File: src/rtl/adder_pkg.sv
// adder_pkg: shared types and helpers for the pipelined adder/subtractor.
//   op_t     - operation select (ADD, SUB, ADC, SBC)
//   flags_t  - ARM64-style NZCV flag bundle
//   eff_cin  - effective carry into bit 0 for a given operation
//   inv_b    - whether operand B is bitwise inverted for a given operation
package adder_pkg;

  typedef enum logic [1:0] {
    ADD = 2'b00,
    SUB = 2'b01,
    ADC = 2'b10,
    SBC = 2'b11
  } op_t;

  typedef struct packed {
    logic n;
    logic z;
    logic c;
    logic v;
  } flags_t;

  function automatic logic eff_cin(op_t op, logic cin);
    logic r;
    case (op)
      ADD:     r = 1'b0;
      SUB:     r = 1'b1;
      default: r = cin;
    endcase
    return r;
  endfunction

  // SUB and SBC add the one's complement of B.
  function automatic logic inv_b(op_t op);
    return (op == SUB) || (op == SBC);
  endfunction

endpackage

File: src/rtl/adder_slice.sv
// adder_slice: combinational ripple of SW one-bit full-adder cells.
//   a, b  - slice operands (b already inverted for subtraction)
//   cin   - carry into bit 0 of the slice
//   sum   - slice result
//   cout  - carry out of the slice MSB
//   cmsb  - carry into the slice MSB (used for signed overflow)
module adder_slice #(
  parameter int unsigned SW = 16
) (
  input  logic [SW-1:0] a,
  input  logic [SW-1:0] b,
  input  logic          cin,
  output logic [SW-1:0] sum,
  output logic          cout,
  output logic          cmsb
);

  always_comb begin
    logic c;
    c    = cin;
    sum  = '0;
    cmsb = 1'b0;
    for (int unsigned i = 0; i < SW; i++) begin
      if (i == SW - 1) cmsb = c;
      sum[i] = a[i] ^ b[i] ^ c;
      c      = (a[i] & b[i]) | (c & (a[i] ^ b[i]));
    end
    cout = c;
  end

endmodule

File: src/rtl/adder_pipe.sv
// adder_pipe: pipelined WIDTH-bit adder/subtractor with NZCV flags.
// The operation is split into STAGES slices of SW bits; the carry moves
// between slices through pipeline registers.
//   clk, reset_n          - rising-edge clock, async active-low reset
//   in_valid / in_ready   - input handshake
//   a, b, op, cin         - operands, operation, carry flag (ADC/SBC only)
//   out_valid / out_ready - output handshake
//   sum, flags            - result and {N,Z,C,V}
// Latency is STAGES-1 edges after the accepting edge; a single global stall
// freezes every stage while the output is held.
module adder_pipe
  import adder_pkg::*;
#(
  parameter int unsigned WIDTH  = 64,
  parameter int unsigned STAGES = 4
) (
  input  logic             clk,
  input  logic             reset_n,
  input  logic             in_valid,
  output logic             in_ready,
  input  logic [WIDTH-1:0] a,
  input  logic [WIDTH-1:0] b,
  input  op_t              op,
  input  logic             cin,
  output logic             out_valid,
  input  logic             out_ready,
  output logic [WIDTH-1:0] sum,
  output logic [3:0]       flags
);

  localparam int unsigned SW = WIDTH / STAGES;

  logic             stall;
  logic             last_valid;
  logic [WIDTH-1:0] b_eff;
  logic             cin_eff;
  flags_t           fl;

  assign b_eff     = inv_b(op) ? ~b : b;
  assign cin_eff   = eff_cin(op, cin);
  assign stall     = last_valid && !out_ready;
  assign in_ready  = !stall;
  assign out_valid = last_valid;

  // Stage k adds slice k of whatever operand bits are still pending (rem_*),
  // then registers the accumulated low result bits together with the
  // not-yet-added upper operand bits. Operands therefore shrink and the
  // result grows by SW bits per stage, which gives both skew and deskew.
  for (genvar k = 0; k < STAGES; k++) begin : g_st
    logic [WIDTH-k*SW-1:0] rem_a;
    logic [WIDTH-k*SW-1:0] rem_b;
    logic                  c_in;
    logic                  z_in;
    logic                  v_in;
    logic [SW-1:0]         s;
    logic                  co;
    logic                  cm;
    logic                  z_all;
    logic [(k+1)*SW-1:0]   s_all;
    logic [(k+1)*SW-1:0]   s_q;
    logic                  v_q;
    logic                  c_q;
    logic                  z_q;

    if (k == 0) begin : g_head
      assign rem_a = a;
      assign rem_b = b_eff;
      assign c_in  = cin_eff;
      assign z_in  = 1'b1;
      assign v_in  = in_valid;
      assign s_all = s;
    end else begin : g_tail
      assign rem_a = g_st[k-1].g_skew.a_q;
      assign rem_b = g_st[k-1].g_skew.b_q;
      assign c_in  = g_st[k-1].c_q;
      assign z_in  = g_st[k-1].z_q;
      assign v_in  = g_st[k-1].v_q;
      assign s_all = {s, g_st[k-1].s_q};
    end

    adder_slice #(.SW(SW)) u_slice (
      .a    (rem_a[SW-1:0]),
      .b    (rem_b[SW-1:0]),
      .cin  (c_in),
      .sum  (s),
      .cout (co),
      .cmsb (cm)
    );

    assign z_all = z_in & (s == '0);

    always_ff @(posedge clk or negedge reset_n) begin
      if (!reset_n) begin
        v_q <= 1'b0;
        c_q <= 1'b0;
        z_q <= 1'b0;
        s_q <= '0;
      end else if (!stall) begin
        v_q <= v_in;
        c_q <= co;
        z_q <= z_all;
        s_q <= s_all;
      end
    end

    if (k < STAGES - 1) begin : g_skew
      logic [WIDTH-(k+1)*SW-1:0] a_q;
      logic [WIDTH-(k+1)*SW-1:0] b_q;
      logic                      cm_unused;

      // Only the final slice's MSB carry-in matters for V.
      assign cm_unused = cm;

      always_ff @(posedge clk or negedge reset_n) begin
        if (!reset_n) begin
          a_q <= '0;
          b_q <= '0;
        end else if (!stall) begin
          a_q <= rem_a[WIDTH-k*SW-1:SW];
          b_q <= rem_b[WIDTH-k*SW-1:SW];
        end
      end
    end else begin : g_last
      logic ov_q;

      always_ff @(posedge clk or negedge reset_n) begin
        if (!reset_n) begin
          ov_q <= 1'b0;
        end else if (!stall) begin
          ov_q <= co ^ cm;
        end
      end
    end
  end

  assign last_valid = g_st[STAGES-1].v_q;
  assign sum        = g_st[STAGES-1].s_q;

  assign fl.n  = g_st[STAGES-1].s_q[WIDTH-1];
  assign fl.z  = g_st[STAGES-1].z_q;
  assign fl.c  = g_st[STAGES-1].c_q;
  assign fl.v  = g_st[STAGES-1].g_last.ov_q;
  assign flags = fl;

endmodule

File: config.mk
export PLATFORM = sky130hd
export DESIGN_NAME = adder_pipe
export DESIGN_NICKNAME = d
export VERILOG_FILES = /design/src/rtl/adder_pkg.sv /design/src/rtl/adder_slice.sv /design/src/rtl/adder_pipe.sv
export SDC_FILE = /design/constraint.sdc
export NUM_CORES = 1
export LEC_CHECK = 0
export CORE_ASPECT_RATIO = 1.25
export CORE_MARGIN = 2
export CORE_UTILIZATION = 50
export DETAILED_ROUTE_END_ITERATION = 10
export PLACE_DENSITY = 0.76
export SLEW_MARGIN = 20
export SYNTH_ARGS = -nofsm -noshare
export SYNTH_HDL_FRONTEND = slang
export SYNTH_SLANG_ARGS = --single-unit
File: constraint.sdc
create_clock -name clk -period 7.35 [get_ports clk]
set_input_delay 1.47 -clock clk [delete_from_list [all_inputs] [get_ports clk]]
set_output_delay 1.47 -clock clk [all_outputs]
set_load 0.1 [all_outputs]
==> summary.txt, run 1 <==
Route
  – First-pass DRT Iterations: 5
  – Top layer in use: met4
  – Met3 WL post-DR: ~1.1 mm
  – Routed WL: 31.6 mm
  – Routed wl met2: 16.5 mm
  – WL met1: about 13 mm
  – Antenna Violating Nets Remaining: 0
  – Total number of vias: about 11000
  – Routed len/inst: roughly 14 um
  – Drc violations: 0
  – Via density: ~4.8
  – Initial drt markers: slightly below 800

Worst setup path
  – Crit Path Max Fanout: 2
  – WP data required: a little under 8 ns
  – Arrival time of the worst setup path: 8.45 ns
  – CP peak stage delay: ~0.53 ns
  – Crit. End Element: flop
  – Startpoint Class: input port
  – CP max stage cell: or4_4
  – Critical Path, Cell by Cell: buf_8, xor2_4, fa_2, inv_2, fa_2, fa_2, fa_2, fa_2, fa_2, fa_2, fa_2, fa_2, fa_2, fa_2, fa_2, inv_2, fa_2, inv_2, fa_2, fa_2, inv_2, fa_1, or4_4, o41ai_2
  – Most frequent CP cell: fa_2
  – Crit Path Class: in -> reg

Synthesis
  – Syn avg cell area: ~9.5 um2
  – Number of synthesized flops with an enable pin: 0
  – Register area share after synthesis: 58.1%
  – Mapped Area: ~16000 um2
  – Synth area leaders: dfrtp_1 58%, nand2_1 22%, fa_1 8.2%
  – Ys Warns: 0
  – XOR/XNOR Fraction of Synth Area: under 10%
  – Count of cell types in the netlist: 25
  – Seq cells post-synth: 365
  – Mux share of post-synthesis cell area: less than 1%
  – Post-synthesis cell count: 1659
  – Ys async rst share: 100%
  – Synth top area share: 58.1%
  – Synth Area in Compound Gates: under 10%
  – Largest area contributor in the netlist: dfrtp_1
  – Top post-synthesis cells by count: 911 x nand2_1, 365 x dfrtp_1, 64 x fa_1
  – Post-synth top flop: dfrtp_1
  – Largest family of logic cells by synthesized area: simple AND/OR/NAND/NOR gates
  – Adder-cell area share of the yosys netlist: slightly above 8%
  – Syn Nets: roughly 1900
  – Simple-gate area share of the yosys netlist: a little under a quarter
  – Most frequent cell after synthesis: nand2_1

STA
  – Final worst slack: -0.704 ns
  – Rel. slew slack: ~27%
  – Max Clock Freq: between 100 and 150 MHz
  – Final Cycle Share: 110%
  – Setup total negative slack: -0.743 ns
  – Measured slew at the worst slew-check pin: around 1.1 ns
  – RSZ-0062 raised after global routing: yes
  – Final min period: just over 8 ns
  – Final hold vios: 0
  – Slew Viols, Final: 0
  – Skew final: 0.0242 ns
  – Setup-failing EPs final: 2

Floorplanning
  – Starting Density: 50.7%
  – Placement row count: approximately 70
  – Die area: ~33000 um2
  – Die W: roughly 160 um
  – Core ar.: between 30000 and 40000 um2
  – Die Ht: roughly 200 um
  – Io pins: slightly above 200

Pwr
  – Maximum vdd drop: 0.000361 V
  – Static Leakage: about 9.4 nW
  – Pwr Density: between 400 and 500 nW/um2

Place
  – Placement Setup Slack: -1.69 ns
  – Detailed Place HPWL: just over 20 mm
  – DP Area: 17900 um2
  – Number of port buffers: 204
  – Dpl cells: roughly 2200
  – GPL Wtd Cong: about 0.85

CTS
  – Post-CTS Hold Buffers: 0
  – Root buffer cell: clkbuf_16
  – CTS tree: done
  – CTS H-tree lvls: 2
  – Clock Latency Late Sink: around 0.52 ns
  – CTS buffer count: 37
  – Sink Count: 365
  – Largest buffer count on any clock path: 3
  – Worst-path clk slew: ~0.060 ns

Layout
  – Final Cell Area: about 19000 um2
  – Final net count: approximately 2000
  – Non-Filler Instances: about 2300
  – Share of cells above drive strength 1: ~6.4%
  – Synth-to-layout area growth: 22.6%
  – Antenna diode count: 0
  – # fillers: 2556

Global routing
  – Initial antenna violation count: 0
  – Total track usage: 19.7%
  – Vias in the first global route: between 10000 and 15000
  – Largest net degree at the start of global routing: about 260
  – GR Overflow Total: 0
  – First-pass GRT wire length: about 53 mm

Status
  – Failing checks: setup timing
  – Status: complete, but fails checks

Worst hold path
  – Worst hold path type: reg -> reg

Run
  – Max_cap viols: 0
## power by group
part	total, W	switching, W	internal, W
registers	0.00343	0.000530	0.00290
logic	0.00422	0.00290	0.00132
clock network	0.00187	0.000759	0.00112
## path summary, 6_finish.rpt
path / from / end / slack (ns) / depth (start not counted)
worst max-delay path: b[0] / g_st[0].z_q$_DFFE_PN0N_ / -0.70 / 24
worst min-delay path: g_st[0].v_q$_DFFE_PN0N_ / g_st[1].v_q$_DFFE_PN0N_ / 0.45 / 2
worst max register to register: g_st[1].c_q$_DFFE_PN0N_ / g_st[2].z_q$_DFFE_PN0N_ / 0.28 / 22
worst min register to register: g_st[0].v_q$_DFFE_PN0N_ / g_st[1].v_q$_DFFE_PN0N_ / 0.45 / 2
max in group asynchronous: reset_n / g_st[0].g_skew.a_q[36]$_DFFE_PN0N_ / 4.95 / 2
min in group asynchronous: reset_n / g_st[0].g_skew.a_q[6]$_DFFE_PN0N_ / 0.99 / 1
## cells by family after synthesis
kind of cell / after synthesis
and+or+nand+nor: 956
adders and majority gates: 64
xor gates and xnor gates: 65
DFF: 365
buffers and inverters: 127
AOI/OAI and AO/OA: 81
muxes: 1
## timing repair
item | CTS | global route
setup endpoints to repair | 4 | 8
buffers inserted | 1 | 0
resized for setup | 18 | 23
pin swaps | 21 | 19
## cells in the final DEF (no fill, tap or decap), types with 2 or more instances in the layout
master             n
nor4b_1            2
clkdlybuf4s50_1  195
buf_12             3
buf_4              6
fa_1              38
clkbuf_16         39
o21ai_1           11
buf_6              2
xor2_1             4
inv_1             30
buf_8              3
nand4b_1           3
clkbuf_1           4
clkinv_2           6
dlymetal6s2s_1     2
o21ai_0           49
dfrtp_1          365
inv_6              3
fa_2              26
nor2_1            23
inv_2              5
nand4_1            5
xnor2_1           59
nor4_1             6
clkbuf_8          11
nand2_1          911
a21oi_1           19
## registers in the layout, indices dropped and copies added (netlist names)
signal            flops
g_st.c_q              4
g_st.g_last.ov_q      1
g_st.g_skew.a_q      96
g_st.g_skew.b_q      96
g_st.s_q             96
g_st.v_q              3
g_st.z_q              4
out_valid             1
sum                  64
## final cells by class
class	instances	area, um2	share of cell area (%)
multi-input cells	1167	6050	31.4
repair buffers	214	2190	11.4
clock inverters	11	93.8	0.487
clock buffers	54	1140	5.93
flip-flops and latches	365	9130	47.4
well taps	407	509	2.64
inverters	36	143	0.740
## critical path, delay by kind of cell
kind,cells,cell delay [ns]
xor gates and xnor gates,1,0.17
buffers and inverters,5,0.30
and+or+nand+nor,1,0.53
adders and majority gates,16,5.71
AOI/OAI and AO/OA,1,0.28
## routing by layer
layer  track usage (%)  vias up
met1              25.9     5266
met3              2.63       58
met4              5.69        0
met2              34.2      233
li1                  -     5365
met5                 0        -
## metrics by stage
stage / utilization (%) / hold WS (ns) / total power [W]
6_report: 62.2 / 0.451 / 0.00953
5_1_grt: 62.2 / 0.483 / 0.0102
4_1_cts: 61.8 / 0.453 / 0.00956
3_5_place_dp: 57.8 / 0.451 / 0.00764
3_3_place_gp: 57.8 / 0.445 / 0.00750
2_1_floorplan: - / 0.430 / 0.00654
(Power assumes the default switching activity.)
==> run 2, diff against run 1 <==
--- a/config.mk
+++ b/config.mk
@@ -7,9 +7,9 @@
 export LEC_CHECK = 0
 export CORE_ASPECT_RATIO = 1.25
 export CORE_MARGIN = 2
-export CORE_UTILIZATION = 50
+export CORE_UTILIZATION = 31
 export DETAILED_ROUTE_END_ITERATION = 10
-export PLACE_DENSITY = 0.76
+export GPL_TIMING_DRIVEN = 1
 export SLEW_MARGIN = 20
 export SYNTH_ARGS = -nofsm -noshare
 export SYNTH_HDL_FRONTEND = slang
==> run 2 against run 1 <==
Effect of this change: the flow still finishes with violations (setup timing); critical path type unchanged; die area grew 60%; clock skew decreased by 0.013 ns; critical endpoint unchanged; final cell count grew 12%; combinational power about the same; global-route usage down 6.0 points; largest cell class unchanged.
==> summary.txt, run 2 (synthesized netlist as in run 1, its figures left out) <==
Status
  – Status: complete, but fails checks (unchanged)
  – Failing checks: setup timing (unchanged)

Global routing
  – Vias in the first global route: 11303 (was 11012)
  – Initial antenna violation count: 0 (unchanged)
  – Largest net degree at the start of global routing: 208 (was 264)
  – Total track usage: 13.6% (was 19.7%)
  – First-pass GRT wire length: 58.2 mm (was 52.9 mm)
  – GR Overflow Total: 0 (unchanged)

Run
  – Max_cap viols: 0 (unchanged)

Place
  – Dpl cells: 2441 (was 2187)
  – Placement Setup Slack: -1.71 ns (was -1.69 ns)
  – DP Area: 18300 um2 (was 17900 um2)
  – GPL Wtd Cong: 0.784 (was 0.850)
  – Detailed Place HPWL: 23.1 mm (was 20.3 mm)
  – Number of port buffers: 204 (unchanged)

Pwr
  – Maximum vdd drop: 0.000247 V (was 0.000361 V)
  – Logic pwr share: 43.4% (was 44.3%)
  – Internal Pwr Total: 0.00551 W (was 0.00533 W)
  – Static Leakage: 9.53 nW (was 9.44 nW)
  – Reg power frac: 35.2% (was 36.0%)
  – Tot Pwr: 0.00975 W (was 0.00953 W)
  – Clock group share of total power: 21.4% (was 19.7%)
  – Psw: 0.00424 W (was 0.00419 W)
  – Sw frac: 43.5% (was 44.0%)
  – Pwr Density: 494 nW/um2 (about the same)

Worst hold path
  – Worst hold path type: reg -> reg (unchanged)
  – Hold depth: 2 (unchanged)

Floorplanning
  – Die W: 205 um (was 163 um)
  – Placement row count: 92 (was 72)
  – Starting Density: 31.2% (was 50.7%)
  – Die area: 52500 um2 (was 32900 um2)
  – Core ar.: 50300 um2 (was 31000 um2)
  – Io pins: 205 (unchanged)
  – Die Ht: 256 um (was 202 um)

Route
  – Via density: 4.34 (was 4.85)
  – Total number of vias: 10917 (was 10922)
  – Antenna Violating Nets Remaining: 0 (unchanged)
  – Drc violations: 0 (unchanged)
  – Initial drt markers: 489 (was 789)
  – WL met1: 15.5 mm (was 13.2 mm)
  – Met3 WL post-DR: 1.37 mm (was 1.08 mm)
  – Top layer in use: met4 (unchanged)
  – Routed wl met2: 16.8 mm (was 16.5 mm)
  – Routed WL: 34.6 mm (was 31.6 mm)
  – Routed len/inst: 13.7 um (was 14.0 um)
  – First-pass DRT Iterations: 4 (was 5)

Layout
  – Synth-to-layout area growth: 25.6% (was 22.6%)
  – Final net count: 2027 (was 2020)
  – Largest registers: g_st.g_skew.a_q (96), g_st.g_skew.b_q (96), g_st.s_q (96) (unchanged)
  – Commonest non-fill, non-tap cell in the layout: nand2_1 (unchanged)
  – Non-Filler Instances: 2516 (was 2254)
  – Leading cell types in the layout, fill and taps excluded: 910 x nand2_1, 365 x dfrtp_1, 196 x clkdlybuf4s50_1, 59 x xnor2_1, 49 x o21ai_0 (was 911 x nand2_1, 365 x dfrtp_1, 195 x clkdlybuf4s50_1, 59 x xnor2_1, 49 x o21ai_0)
  – Share of cells above drive strength 1: 6.51% (was 6.39%)
  – Antenna diode count: 0 (unchanged)
  – Final Cell Area: 19700 um2 (was 19300 um2)
  – Finished Core Util: 39.2% (was 62.2%)

STA
  – Rel. slew slack: 28.1% (was 27.4%)
  – RSZ-0062 raised after global routing: yes (unchanged)
  – Setup-failing EPs final: 2 (unchanged)
  – Final hold vios: 0 (unchanged)
  – Measured slew at the worst slew-check pin: 1.08 ns (was 1.09 ns)
  – Final min period: 7.98 ns (was 8.05 ns)
  – Max Clock Freq: 125 MHz (was 124 MHz)
  – Slew Viols, Final: 0 (unchanged)
  – Final Cycle Share: 109% (was 110%)
  – Skew final: 0.0111 ns (was 0.0242 ns)
  – Final worst slack: -0.631 ns (was -0.704 ns)

Worst setup path
  – CP Buf/Inv Count: 5 (unchanged)
  – CP max stage cell: or4_4 (unchanged)
  – CP top delay family: adder cells (unchanged)
  – WP depth: 24 (unchanged)
  – WP data required: 7.79 ns (was 7.75 ns)
  – Arrival time of the worst setup path: 8.42 ns (was 8.45 ns)
  – Flop-to-flop setup slack: 0.24 ns (was 0.28 ns)
  – Worst r2r path cells: 22 (unchanged)
  – Crit Path Max Fanout: 2 (unchanged)
  – Startpoint Class: input port (unchanged)
  – Most frequent CP cell: fa_2 (unchanged)
  – Critical Path, Cell by Cell: buf_6, mux2_4, fa_2, inv_2, fa_2, fa_2, fa_2, fa_2, fa_2, fa_2, fa_2, fa_2, fa_2, fa_2, fa_2, inv_2, fa_2, inv_2, fa_2, fa_2, inv_2, fa_1, or4_4, o41ai_4 (was buf_8, xor2_4, fa_2, inv_2, fa_2, fa_2, fa_2, fa_2, fa_2, fa_2, fa_2, fa_2, fa_2, fa_2, fa_2, inv_2, fa_2, inv_2, fa_2, fa_2, inv_2, fa_1, or4_4, o41ai_2)
  – Crit Path Class: in -> reg (unchanged)
  – Crit. End Element: flop (unchanged)
  – CP peak stage delay: 0.54 ns (was 0.53 ns)

CTS
  – CTS H-tree lvls: 2 (unchanged)
  – Root buffer cell: clkbuf_16 (unchanged)
  – Clock Latency Late Sink: 0.54 ns (was 0.52 ns)
  – Worst-path clk slew: 0.06 ns (about the same)
  – Post-CTS Hold Buffers: 0 (unchanged)
  – CTS tree: done (unchanged)
  – Sink Count: 365 (unchanged)
  – Largest buffer count on any clock path: 3 (unchanged)
  – CTS buffer count: 40 (was 37)
==> run 2: changes by cell type in the layout (fill, tap and decap cells not counted), moves of 2 or more <==
| cell | before | now |
|---|---|---|
| clkinv_2 | 6 | 2 |
| buf_4 | 6 | 11 |
| bufinv_16 | 1 | 5 |
| clkbuf_8 | 11 | 8 |
| clkbuf_1 | 4 | 13 |
| clkbuf_16 | 39 | 41 |
| inv_6 | 3 | 1 |
| buf_8 | 3 | 1 |
==> run 2: timing repair <==
action	in CTS	in global routing
setup buffers	2	1
pin swaps	21	20
endpoints found under the setup margin	5	9
gates resized for setup	23	22
==> run 2: worst min-delay path, stage by stage (launching register included) <==
cell	delay, ns
dfrtp_1	0.34
nand2_1	0.05
nand2_1	0.05
==> run 2: final cells by class <==
cell class / instances / area [um2]
clock inverters: 10 / 185
multi-input cells: 1167 / 6070
repair buffers: 218 / 2200
fillers: 5028 / 30600
flip-flops and latches: 365 / 9130
clock buffers: 62 / 1180
well taps: 658 / 823
inverters: 36 / 143
==> run 2: metrics by stage <==
stage | hold slack, ns | setup TNS [ns]
2_1_floorplan | 0.430 | -1.98
3_3_place_gp | 0.448 | -3.88
3_5_place_dp | 0.455 | -4.41
4_1_cts | 0.468 | -1.50
5_1_grt | 0.479 | -1.12
6_report | 0.460 | -0.712
==> run 2: path summary, 6_finish.rpt <==
kind | from | end
max | op[1] | g_st[0].z_q$_DFFE_PN0N_
max reg2reg | g_st[1].c_q$_DFFE_PN0N_ | g_st[2].z_q$_DFFE_PN0N_
min reg2reg | g_st[0].g_skew.b_q[46]$_DFFE_PN0N_ | g_st[1].g_skew.b_q[30]$_DFFE_PN0N_
min | g_st[0].g_skew.b_q[46]$_DFFE_PN0N_ | g_st[1].g_skew.b_q[30]$_DFFE_PN0N_
max in group asynchronous | reset_n | g_st[0].g_skew.b_q[4]$_DFFE_PN0N_
min in group asynchronous | reset_n | sum[51]$_DFFE_PN0N_
==> run 2: power by group through the flow <==
stage,Combinational (W),Clock (W),Sequential (W)
3_5_place_dp,0.00426,0,0.00347
3_3_place_gp,0.00418,0,0.00344
4_1_cts,0.00428,0.00215,0.00344
2_1_floorplan,0.00192,0,0.00462
5_1_grt,0.00470,0.00224,0.00356
6_report,0.00424,0.00209,0.00343
==> run 2: routing by layer <==
layer / GRT usage, % / up-vias
li1: - / 5406
met1: 18.1 / 5293
met2: 22.4 / 172
met3: 2.70 / 46
met4: 4.48 / 0
met5: 0 / -
